`config.mk`:
```
export PLATFORM = sky130hd
export DESIGN_NAME = shftreg_window_n
export DESIGN_NICKNAME = d
export VERILOG_FILES = /design/src/rtl/shftreg_window_n.sv
export SDC_FILE = /design/constraint.sdc
export NUM_CORES = 1
export LEC_CHECK = 0
export BUFFER_PORTS_ARGS = -buffer_cell sky130_fd_sc_hd__buf_4
export CAP_MARGIN = 5
export CELL_PAD_IN_SITES_DETAIL_PLACEMENT = 1
export CELL_PAD_IN_SITES_GLOBAL_PLACEMENT = 1
export CORE_MARGIN = 1.5
export CORE_UTILIZATION = 38
export CTS_CLUSTER_DIAMETER = 200
export DETAILED_ROUTE_END_ITERATION = 10
export PLACE_DENSITY = 0.82
export SLEW_MARGIN = 0
export SYNTH_ARGS = -nofsm -noshare
export SYNTH_HDL_FRONTEND = slang
export SYNTH_SLANG_ARGS = --single-unit
export TNS_END_PERCENT = 50
```
`constraint.sdc`:
```
create_clock -name CLK -period 3.08 [get_ports CLK]
set_input_delay 0.308 -clock CLK [delete_from_list [all_inputs] [get_ports CLK]]
set_output_delay 0.308 -clock CLK [all_outputs]
set_load 0.01 [all_outputs]
```
`src/rtl/shftreg_window_n.sv`:
```
// C-channel N-deep bitstream shift register with sliding-window ones count,
// selectable delay tap, parallel preload and window-filled flag.
module shftreg_window_n #(
    parameter int N = 8,
    parameter int C = 4,
    localparam int CW = $clog2(N + 1),
    localparam int TW = $clog2(N)
) (
    input  logic            CLK,
    input  logic            RESET,
    input  logic            EN,
    input  logic [C-1:0]    IN,
    input  logic            LOAD,
    input  logic [C*N-1:0]  LOAD_DATA,
    input  logic [TW-1:0]   TAP_SEL,
    output logic [C*N-1:0]  REG,
    output logic [C-1:0]    TAP_OUT,
    output logic [C*CW-1:0] CNT,
    output logic            FULL
);

    logic [N-1:0]  sr_q  [C];
    logic [CW-1:0] cnt_q [C];
    logic [CW-1:0] fill_q;
    logic          full_q;

    function automatic logic [CW-1:0] popcnt(input logic [N-1:0] v);
        logic [CW-1:0] p;
        p = '0;
        for (int i = 0; i < N; i++) p = p + CW'(v[i]);
        return p;
    endfunction

    always_ff @(posedge CLK) begin
        if (RESET) begin
            for (int c = 0; c < C; c++) begin
                sr_q[c]  <= '0;
                cnt_q[c] <= '0;
            end
            fill_q <= '0;
            full_q <= 1'b0;
        end else if (LOAD) begin
            for (int c = 0; c < C; c++) begin
                sr_q[c]  <= LOAD_DATA[c*N +: N];
                cnt_q[c] <= popcnt(LOAD_DATA[c*N +: N]);
            end
            fill_q <= CW'(N);
            full_q <= 1'b1;
        end else if (EN) begin
            // count tracks the window: add the entering bit, drop the leaving one
            for (int c = 0; c < C; c++) begin
                sr_q[c]  <= {sr_q[c][N-2:0], IN[c]};
                cnt_q[c] <= cnt_q[c] + CW'(IN[c]) - CW'(sr_q[c][N-1]);
            end
            if (fill_q < CW'(N)) fill_q <= fill_q + 1'b1;
            if (int'(fill_q) + 1 >= N) full_q <= 1'b1;
        end
    end

    always_comb begin
        REG     = '0;
        CNT     = '0;
        TAP_OUT = '0;
        for (int c = 0; c < C; c++) begin
            REG[c*N +: N]   = sr_q[c];
            CNT[c*CW +: CW] = cnt_q[c];
            // selectors past the last stage read as 0 when N is not a power of 2
            TAP_OUT[c] = (int'(TAP_SEL) < N) ? sr_q[c][TAP_SEL] : 1'b0;
        end
    end

    assign FULL = full_q;

endmodule

```
==> out/metrics.cfg, run 1 <==
[run_status]
outcome=complete, no violations

[setup_path]
regToRegSetupSlack_ns=1.08
cp-endpoint=cnt_q[0][2]
start_kind=primary input
crit_cells=10
worstSetupStartpoint=LOAD_DATA[0]
critPathRequiredTime_ns=3.11
r2r_start=sr_q[0][7]
crit_type=primary input to register
cpMostUsedCell=fa_1
slowest_stage=fa_1
crit_buf_inv=3
r2r_cells=7
r2r-end=cnt_q[0][2]
crit_family=adder cells
crit_chain=buf_4 -> fa_1 -> inv_1 -> fa_1 -> fa_1 -> inv_1 -> ha_1 -> fa_1 -> xnor2_1 -> o22ai_1
cpPeakStageDelay_ns=0.53
end_kind=register
worstPathMaxFanout=2
arrival_ns=2.87

[floorplanning]
rows=35
ios=96
die_area_sq_um=10300
initial_core_util=0.395
core_area_sq_um=9330
dieHeight_microns=101
chipWidth_microns=101

[place]
gp_congestion=0.769
place_area_sq_um=4500
io_buffers=95
dp_hpwl_microns=7750
dp_slack_ns=-0.0982

[pwr]
ir_worst_vdd_uv=199
seqPwrFrac=0.436
power_switching_w=0.000737
swShare=0.335
p_comb_frac=0.384
power_density_nw_per_um2=480
clkPwrFrac=0.180
internal_power_w=0.00146
p_leak_nw=2.23

[synthesis]
syn-num-nets=396
ys_types=31
syn_inst=302
yosysSeqAreaShare=0.419
netlist_area_sq_um=3680
synth-seq-cells=53
ys_warn_count=0
syn-mean-instance-area_sq_um=12.2

[global_routing]
gr-total-overflow=0
grt_max_degree=28
grtUsageTotal=0.198
grt_first_pass_wirelength_microns=15500
grt_pass1_vias=2939
antenna_found_initial=0

[timing]
max_freq_mhz=352
setup_viol=0
rsz0062_at_grt=no
slew_violations=0
fin_crit_sh=0.922
hold_violations=0
period_needed_ns=2.84
fin_worst_skew_ns=0.00936
finalWorstSetupSlack_ns=0.239
setup_tns_ns=0
worstMarginPinSlew_ns=1.12
maxSlewHeadroom=0.252

[cells_and_area]
mostFrequentLayoutCells=98 x buf_4, 64 x inv_1, 48 x edfxtp_1
diodes=0
drive_above_1_share=0.277
nNetsFinal=487
area_delta_synth_final_pct=24.5
final_common_cell=buf_4
final_cell_area_sq_um=4580
fillers=1033

[route]
wl_per_cell_microns=18.7
drt.antenna.violating_nets=0
drt_iter0_markers=94
drc_errors=0
via_per_inst=5.15
wirelength_microns=9800
vias=2695
drt-pass1-iter-count=4

[clock_network]
cts_buffers=5
cts_tree=yes
root_buffer=clkbuf_8
hold_buffers=0
ctsResizeCount=0
htreeDepth=2
cts_buffer_depth=2
post-cts-setup-buffers=0
clock_sinks=53
clk_pin_slew_worst_paths_ns=0.10
clk_latency_ns=0.30

[job]
drv_cap=0

[hold_path]
hp-class=primary input to register

-- registers in the layout (all words and copies together), names as in the netlist --
register and cells:
FULL 1, fill_q 4, sr_q 32, cnt_q 16
-- power groups by stage --
stage	sequential, W	clock, W	combinational [W]
floorplan	0.000992	0	0.000481
global placement	0.000970	0	0.000793
detailed placement	0.000975	0	0.000855
CTS	0.000959	0.000402	0.000862
global route	0.000970	0.000432	0.000948
finish	0.000958	0.000396	0.000845
-- cell families (layout without fill, tap and decap cells) --
group | count (synthesis) | count (layout) | synth area share
AO/OA/AOI/OAI | 63 | 63 | 0.131
XOR/XNOR | 14 | 14 | 0.0333
adder cells (fa/ha/maj) | 51 | 51 | 0.214
buffers and inverters | 78 | 170 | 0.0864
flip-flops | 53 | 53 | 0.419
multiplexers | 13 | 13 | 0.0721
AND/OR/NAND/NOR | 30 | 30 | 0.0442
-- cells in the mapped netlist (all sizes together) --
library cell / count / area share
xor2: 12 / 0.029
or3: 3 / 0.0051
a211oi: 1 / 0.0020
fa: 20 / 0.11
a21oi: 9 / 0.012
o22ai: 7 / 0.012
nor2: 3 / 0.0031
o21ai: 2 / 0.0027
and2: 1 / 0.0017
edfxtp: 48 / 0.39
a21o: 4 / 0.0082
and3: 6 / 0.010
dfxtp: 5 / 0.027
inv: 64 / 0.065
xnor2: 2 / 0.0048
nand2: 2 / 0.0020
nand3: 8 / 0.011
clkbuf: 6 / 0.0061
o31ai: 4 / 0.0082
mux2i: 1 / 0.0027
buf: 8 / 0.015
nor2b: 2 / 0.0034
nand3b: 1 / 0.0020
nand2b: 1 / 0.0017
a22o: 36 / 0.086
nor3: 3 / 0.0041
mux4: 8 / 0.057
mux2: 4 / 0.012
ha: 31 / 0.11
-- metrics by stage --
| step | hold slack (ns) | power (W) | std cells | utilization |
|---|---|---|---|---|
| floorplan | 0.459 | 0.00147 | 302 | - |
| global placement | 0.507 | 0.00176 | 515 | 0.483 |
| detailed placement | 0.507 | 0.00183 | 515 | 0.483 |
| CTS | 0.243 | 0.00222 | 523 | 0.491 |
| global route | 0.251 | 0.00235 | 523 | 0.491 |
| finish | 0.250 | 0.00220 | 523 | 0.491 |
-- worst register-to-register path: stages (launching register included) --
cell and delay [ns]:
edfxtp_1 0.44, ha_1 0.32, inv_1 0.07, ha_1 0.18, inv_1 0.07, fa_1 0.39
xor2_1 0.19, o22ai_1 0.08
-- how the worst min path moves through the flow --
stage | startpoint | endpoint | slack (ns) | cells past startpoint
after floorplan | EN | fill_q[3] | 0.46 | 2
after global routing | RESET | fill_q[3] | 0.25 | 2
after global placement | FULL | FULL | 0.51 | 2
after CTS | RESET | FULL | 0.24 | 2
final | RESET | FULL | 0.25 | 2
after detailed placement | FULL | FULL | 0.51 | 2
-- layout make-up --
type                       count  area, sq um  area share
inverter                      64          240      0.0524
multi-input combinational    171         1820       0.398
timing repair buffer          98          736       0.161
tap                          129          161      0.0352
sequential                    53         1540       0.336
clock buffer                   7         76.3      0.0167
clock inverter                 1         5.00     0.00109
-- layer usage --
| metal | up-vias | wire length [microns] | part of all wire | global-route usage |
|---|---|---|---|---|
| met3 | 4 | 486 | 0.050 | 0.0262 |
| met5 | - | 0 | 0 | 0 |
| li1 | 1260 | - | - | - |
| met2 | 77 | 5090 | 0.52 | 0.355 |
| met1 | 1354 | 4170 | 0.43 | 0.258 |
| met4 | 0 | 54 | 0.0055 | 0.0406 |
(Power assumes the default switching activity.)
==> inputs of run 2 (changes only) <==
--- a/config.mk
+++ b/config.mk
@@ -9,11 +9,12 @@
 export CAP_MARGIN = 5
 export CELL_PAD_IN_SITES_DETAIL_PLACEMENT = 1
 export CELL_PAD_IN_SITES_GLOBAL_PLACEMENT = 1
+export CORE_ASPECT_RATIO = 0.7
 export CORE_MARGIN = 1.5
-export CORE_UTILIZATION = 38
+export CORE_UTILIZATION = 34
 export CTS_CLUSTER_DIAMETER = 200
 export DETAILED_ROUTE_END_ITERATION = 10
-export PLACE_DENSITY = 0.82
+export PLACE_DENSITY = 0.75
 export SLEW_MARGIN = 0
 export SYNTH_ARGS = -nofsm -noshare
 export SYNTH_HDL_FRONTEND = slang
==> run 2 against run 1 <==
  * Core utilization is 4.5 points lower
  * Worst hold slack better by 0.023 ns
  * Largest power group unchanged
  * Flip-flop and latch count unchanged
  * Largest cell class unchanged
  * Non-clock buffer count decreased by 1
==> out/metrics.cfg, run 2 (synthesis gave the netlist of run 1 again) <==
[run_status]
outcome=complete, no violations  ; unchanged

[global_routing]
grt_first_pass_wirelength_microns=15700  ; was 15500 microns
antenna_found_initial=0  ; unchanged
gr-total-overflow=0  ; unchanged
grtUsageTotal=0.176  ; was 0.198
grt_pass1_vias=2879  ; was 2939
grt_max_degree=42  ; was 28

[job]
drv_cap=0  ; unchanged

[route]
drt_iter0_markers=127  ; was 94
drt-pass1-iter-count=4  ; unchanged
drc_errors=0  ; unchanged
via_per_inst=5.12  ; was 5.15
drt.antenna.violating_nets=0  ; unchanged
wirelength_microns=9790  ; was 9800 microns
vias=2683  ; was 2695
wl_per_cell_microns=18.7  ; about the same

[floorplanning]
initial_core_util=0.353  ; was 0.395
core_area_sq_um=10400  ; was 9330 sq um
die_area_sq_um=11500  ; was 10300 sq um
rows=31  ; was 35
chipWidth_microns=127  ; was 101 microns
ios=96  ; unchanged
dieHeight_microns=90.0  ; was 101 microns

[place]
io_buffers=95  ; unchanged
gp_congestion=0.776  ; was 0.769
dp_hpwl_microns=7610  ; was 7750 microns

[clock_network]
hold_buffers=0  ; unchanged
clk_pin_slew_worst_paths_ns=0.08  ; was 0.10 ns
clk_latency_ns=0.29  ; was 0.30 ns
root_buffer=clkbuf_16  ; was clkbuf_8
htreeDepth=2  ; unchanged
cts_buffer_depth=2  ; unchanged
post-cts-setup-buffers=0  ; unchanged
ctsResizeCount=0  ; unchanged
clock_sinks=53  ; unchanged
cts_tree=yes  ; unchanged
cts_buffers=5  ; unchanged

[setup_path]
slowest_stage=fa_1  ; unchanged
crit_type=primary input to register  ; unchanged
cpMostUsedCell=fa_1  ; unchanged
regToRegSetupSlack_ns=1.14  ; was 1.08 ns
arrival_ns=2.88  ; was 2.87 ns
cpPeakStageDelay_ns=0.53  ; about the same
start_kind=primary input  ; unchanged
critPathRequiredTime_ns=3.10  ; was 3.11 ns
r2r_cells=7  ; unchanged
r2r-end=cnt_q[0][2]  ; unchanged
end_kind=register  ; unchanged
worstPathMaxFanout=2  ; unchanged
r2r_start=sr_q[0][7]  ; unchanged
crit_chain=buf_4 -> fa_1 -> inv_1 -> fa_1 -> fa_1 -> inv_1 -> ha_1 -> fa_1 -> xnor2_1 -> o22ai_1  ; unchanged

[pwr]
p_comb_frac=0.343  ; was 0.384
internal_power_w=0.00168  ; was 0.00146 W
ir_worst_vdd_uv=340  ; was 199 uV
power_density_nw_per_um2=522  ; was 480 nW/um^2
clkPwrFrac=0.263  ; was 0.180
p_leak_nw=2.26  ; was 2.23 nW
power_switching_w=0.000757  ; was 0.000737 W
swShare=0.311  ; was 0.335
seqPwrFrac=0.394  ; was 0.436

[timing]
max_freq_mhz=350  ; was 352 MHz
period_needed_ns=2.86  ; was 2.84 ns
worstMarginPinSlew_ns=1.11  ; was 1.12 ns
hold_violations=0  ; unchanged
maxSlewHeadroom=0.263  ; was 0.252
setup_viol=0  ; unchanged
rsz0062_at_grt=no  ; unchanged
fin_crit_sh=0.928  ; was 0.922
fin_worst_skew_ns=0.00754  ; was 0.00936 ns
slew_violations=0  ; unchanged
fin_hold_ws_ns=0.272  ; was 0.250 ns

[hold_path]
worstHoldPathCells=2  ; unchanged
min_from=RESET  ; unchanged
min_to=FULL  ; unchanged
hp-class=primary input to register  ; unchanged

[cells_and_area]
top_register=sr_q  ; unchanged
mostFrequentLayoutCells=97 x buf_4, 64 x inv_1, 48 x edfxtp_1  ; was 98 x buf_4, 64 x inv_1, 48 x edfxtp_1
nNetsFinal=486  ; was 487
diodes=0  ; unchanged
reg_top3=sr_q x32, cnt_q x16, fill_q x4  ; unchanged
area_delta_synth_final_pct=26.6  ; was 24.5%
final_common_cell=buf_4  ; unchanged
finish.utilization=0.446  ; was 0.491
largest_reg_flops=32  ; unchanged
drive_above_1_share=0.278  ; was 0.277

-- run 2: routing by layer --
layer	GRT usage	wire, microns
met5	0	0
met4	0.0199	26
met3	0.0298	398
met2	0.286	4730
met1	0.255	4640
-- run 2: final cells by class --
class | instances | area, sq um
sequential | 53 | 1540
clock buffer | 5 | 125
clock inverter | 2 | 35.0
inverter | 64 | 240
tap | 132 | 165
timing repair buffer | 97 | 728
multi-input combinational | 171 | 1820
fill | 1133 | 5780
-- run 2: metrics by stage --
step | power (W) | instances | TNS, ns | setup WS, ns | cell area [sq um]
after floorplan | 0.00147 | 302 | 0 | 0.193 | 3680
after global placement | 0.00177 | 517 | -0.0352 | -0.0220 | 4500
after detailed placement | 0.00182 | 517 | -0.273 | -0.0718 | 4500
after CTS | 0.00246 | 524 | 0 | 0.207 | 4660
after global routing | 0.00261 | 524 | 0 | 0.105 | 4660
final | 0.00243 | 524 | 0 | 0.220 | 4660
-- run 2: worst max-delay path: cells and delay by family --
family / cells / cell delay [ns]
XOR/XNOR: 1 / 0.17
adder cells (fa/ha/maj): 5 / 2.08
AO/OA/AOI/OAI: 1 / 0.09
buffers and inverters: 3 / 0.22
-- run 2: power by group through the flow --
stage                     logic, W  registers, W  clock network (W)
final                     0.000834      0.000959           0.000641
after global routing      0.000953      0.000975           0.000681
after CTS                 0.000847      0.000962           0.000651
after detailed placement  0.000841      0.000977                  0
after global placement    0.000797      0.000972                  0
after floorplan           0.000481      0.000992                  0
-- run 2: how the worst max path moves through the flow --
| stage | startpoint | slack [ns] | end | depth (start not counted) |
|---|---|---|---|---|
| after global placement | LOAD_DATA[24] | -0.02 | cnt_q[3][2] | 11 |
| after CTS | LOAD_DATA[0] | 0.21 | cnt_q[0][2] | 10 |
| after detailed placement | LOAD_DATA[0] | -0.07 | cnt_q[0][2] | 10 |
| final | LOAD_DATA[0] | 0.22 | cnt_q[0][2] | 10 |
| after global routing | LOAD_DATA[16] | 0.10 | cnt_q[2][2] | 11 |
| after floorplan | LOAD_DATA[0] | 0.19 | cnt_q[0][2] | 9 |
==> inputs of run 3 (changes only) <==
--- a/config.mk
+++ b/config.mk
@@ -14,7 +14,7 @@
 export CORE_UTILIZATION = 34
 export CTS_CLUSTER_DIAMETER = 200
 export DETAILED_ROUTE_END_ITERATION = 10
-export PLACE_DENSITY = 0.75
+export PLACE_DENSITY = 0.82
 export SLEW_MARGIN = 0
 export SYNTH_ARGS = -nofsm -noshare
 export SYNTH_HDL_FRONTEND = slang
==> run 3 against run 2 <==
  * First-iteration DRC count decreased by 18%
  * Die area unchanged
  * Setup slack worse by 0.017 ns
  * Critical path type unchanged
==> out/metrics.cfg, run 3 (synthesis gave the netlist of run 1 again) <==
[run_status]
outcome=complete, no violations  ; unchanged

[clock_network]
root_buffer=clkbuf_16  ; unchanged
hold_buffers=0  ; unchanged
cts_buffer_depth=2  ; unchanged
clk_latency_ns=0.29  ; about the same
post-cts-setup-buffers=0  ; unchanged
clk_pin_slew_worst_paths_ns=0.07  ; was 0.08 ns
ctsResizeCount=0  ; unchanged
clock_sinks=53  ; unchanged
cts_tree=yes  ; unchanged
htreeDepth=2  ; unchanged
cts_buffers=5  ; unchanged

[route]
vias=2723  ; was 2683
drc_errors=0  ; unchanged
wl_per_cell_microns=18.8  ; was 18.7 microns
drt.antenna.violating_nets=0  ; unchanged
wirelength_microns=9870  ; was 9790 microns
via_per_inst=5.18  ; was 5.12
drt-pass1-iter-count=4  ; unchanged
drt_iter0_markers=104  ; was 127

[setup_path]
r2r_start=sr_q[2][7]  ; was sr_q[0][7]
r2r_cells=7  ; unchanged
critPathRequiredTime_ns=3.10  ; about the same
regToRegSetupSlack_ns=1.10  ; was 1.14 ns
arrival_ns=2.90  ; was 2.88 ns
worstPathMaxFanout=2  ; unchanged
crit_type=primary input to register  ; unchanged
r2r-end=cnt_q[2][2]  ; was cnt_q[0][2]
start_kind=primary input  ; unchanged
end_kind=register  ; unchanged

[timing]
setup_viol=0  ; unchanged
rsz0062_at_grt=no  ; unchanged
period_needed_ns=2.88  ; was 2.86 ns
hold_violations=0  ; unchanged
maxSlewHeadroom=0.272  ; was 0.263
worstMarginPinSlew_ns=1.09  ; was 1.11 ns
fin_worst_skew_ns=0.00470  ; was 0.00754 ns
finalWorstSetupSlack_ns=0.203  ; was 0.220 ns
max_freq_mhz=348  ; was 350 MHz
slew_violations=0  ; unchanged
fin_crit_sh=0.934  ; was 0.928
fin_hold_ws_ns=0.268  ; was 0.272 ns

[place]
gp_congestion=0.774  ; was 0.776
place_inst=518  ; was 517
place_area_sq_um=4510  ; was 4500 sq um
dp_hpwl_microns=7830  ; was 7610 microns
dp_slack_ns=-0.0772  ; was -0.0718 ns
io_buffers=95  ; unchanged

[cells_and_area]
nNetsFinal=487  ; was 486
final_common_cell=buf_4  ; unchanged
mostFrequentLayoutCells=98 x buf_4, 64 x inv_1, 48 x edfxtp_1  ; was 97 x buf_4, 64 x inv_1, 48 x edfxtp_1
drive_above_1_share=0.279  ; was 0.278
top_register=sr_q  ; unchanged
multi_input_area_sq_um=1820  ; unchanged
fillers=1150  ; was 1133
largest_reg_flops=32  ; unchanged
area_delta_synth_final_pct=26.4  ; was 26.6%
diodes=0  ; unchanged
reg_top3=sr_q x32, cnt_q x16, fill_q x4  ; unchanged
stdcell_count=526  ; was 524
finish.utilization=0.446  ; about the same
final_cell_area_sq_um=4650  ; was 4660 sq um
seq_area_sq_um=1540  ; unchanged

[pwr]
internal_power_w=0.00160  ; was 0.00168 W
p_comb_frac=0.358  ; was 0.343
seqPwrFrac=0.405  ; was 0.394
power_density_nw_per_um2=510  ; was 522 nW/um^2
swShare=0.323  ; was 0.311
power_switching_w=0.000765  ; was 0.000757 W
p_leak_nw=2.25  ; was 2.26 nW
ir_worst_vdd_uv=280  ; was 340 uV
clkPwrFrac=0.237  ; was 0.263

[floorplanning]
rows=31  ; unchanged
core_area_sq_um=10400  ; unchanged
ios=96  ; unchanged
initial_core_util=0.353  ; unchanged
die_area_sq_um=11500  ; unchanged
chipWidth_microns=127  ; unchanged
dieHeight_microns=90.0  ; unchanged

[global_routing]
grtUsageTotal=0.179  ; was 0.176
grt_pass1_vias=2971  ; was 2879
globalRouteMet1Util=0.248  ; was 0.255
gr-total-overflow=0  ; unchanged
antenna_found_initial=0  ; unchanged
grt_max_degree=25  ; was 42
grt_util_met2=0.303  ; was 0.286
grt-busiest-layer=met2  ; unchanged
grt_util_met3=0.0280  ; was 0.0298
grt_first_pass_wirelength_microns=16100  ; was 15700 microns

[hold_path]
worstHoldPathCells=2  ; unchanged
min_to=FULL  ; unchanged
min_from=RESET  ; unchanged
hp-class=primary input to register  ; unchanged

[job]
drv_cap=0  ; unchanged

==> run 3: changes by cell type in the layout (fill, tap and decap cells not counted), sizes merged <==
cell      previous run  this run
buf                 97        98
bufinv               1         0
clkbuf               5         6
clkinv               1         0
clkinvlp             0         2
==> run 3: worst max-delay path, stage by stage <==
cell     delay [ns]
buf_4          0.12
fa_1           0.53
inv_1          0.05
fa_1           0.50
fa_1           0.42
inv_1          0.07
ha_1           0.19
inv_1          0.07
fa_1           0.37
xor2_1         0.18
o22ai_1        0.10
==> run 3: power by group through the flow <==
stage	combinational [W]	sequential, W	clock [W]
final	0.000849	0.000959	0.000562
after global routing	0.000959	0.000973	0.000611
after CTS	0.000861	0.000961	0.000576
after detailed placement	0.000851	0.000977	0
after global placement	0.000798	0.000971	0
after floorplan	0.000481	0.000992	0
==> run 3: worst max-delay path by stage <==
stage,from,endpoint,slack [ns]
after detailed placement,LOAD_DATA[0],cnt_q[0][2],-0.08
final,LOAD_DATA[24],cnt_q[3][2],0.20
after floorplan,LOAD_DATA[0],cnt_q[0][2],0.19
after CTS,LOAD_DATA[0],cnt_q[0][2],0.23
after global placement,LOAD_DATA[0],cnt_q[0][2],0.03
after global routing,LOAD_DATA[0],cnt_q[0][2],0.12
==> run 3: routing by layer <==
metal / share of wire / vias up
li1: - / 1260
met1: 0.47 / 1379
met2: 0.48 / 79
met3: 0.044 / 5
met4: 0.0041 / 0
met5: 0 / -
==> run 3: through the flow <==
stage	total power (W)	setup TNS, ns
2_1_floorplan	0.00147	0
3_3_place_gp	0.00177	0
3_5_place_dp	0.00183	-0.286
4_1_cts	0.00240	0
5_1_grt	0.00254	0
6_report	0.00237	0
==> run 3: area by class of cell <==
cell class | instances | area share
multi-input combinational | 171 | 0.392
sequential | 53 | 0.332
timing repair buffer | 98 | 0.158
inverter | 64 | 0.0517
tap | 132 | 0.0355
clock buffer | 6 | 0.0277
clock inverter | 2 | 0.00323
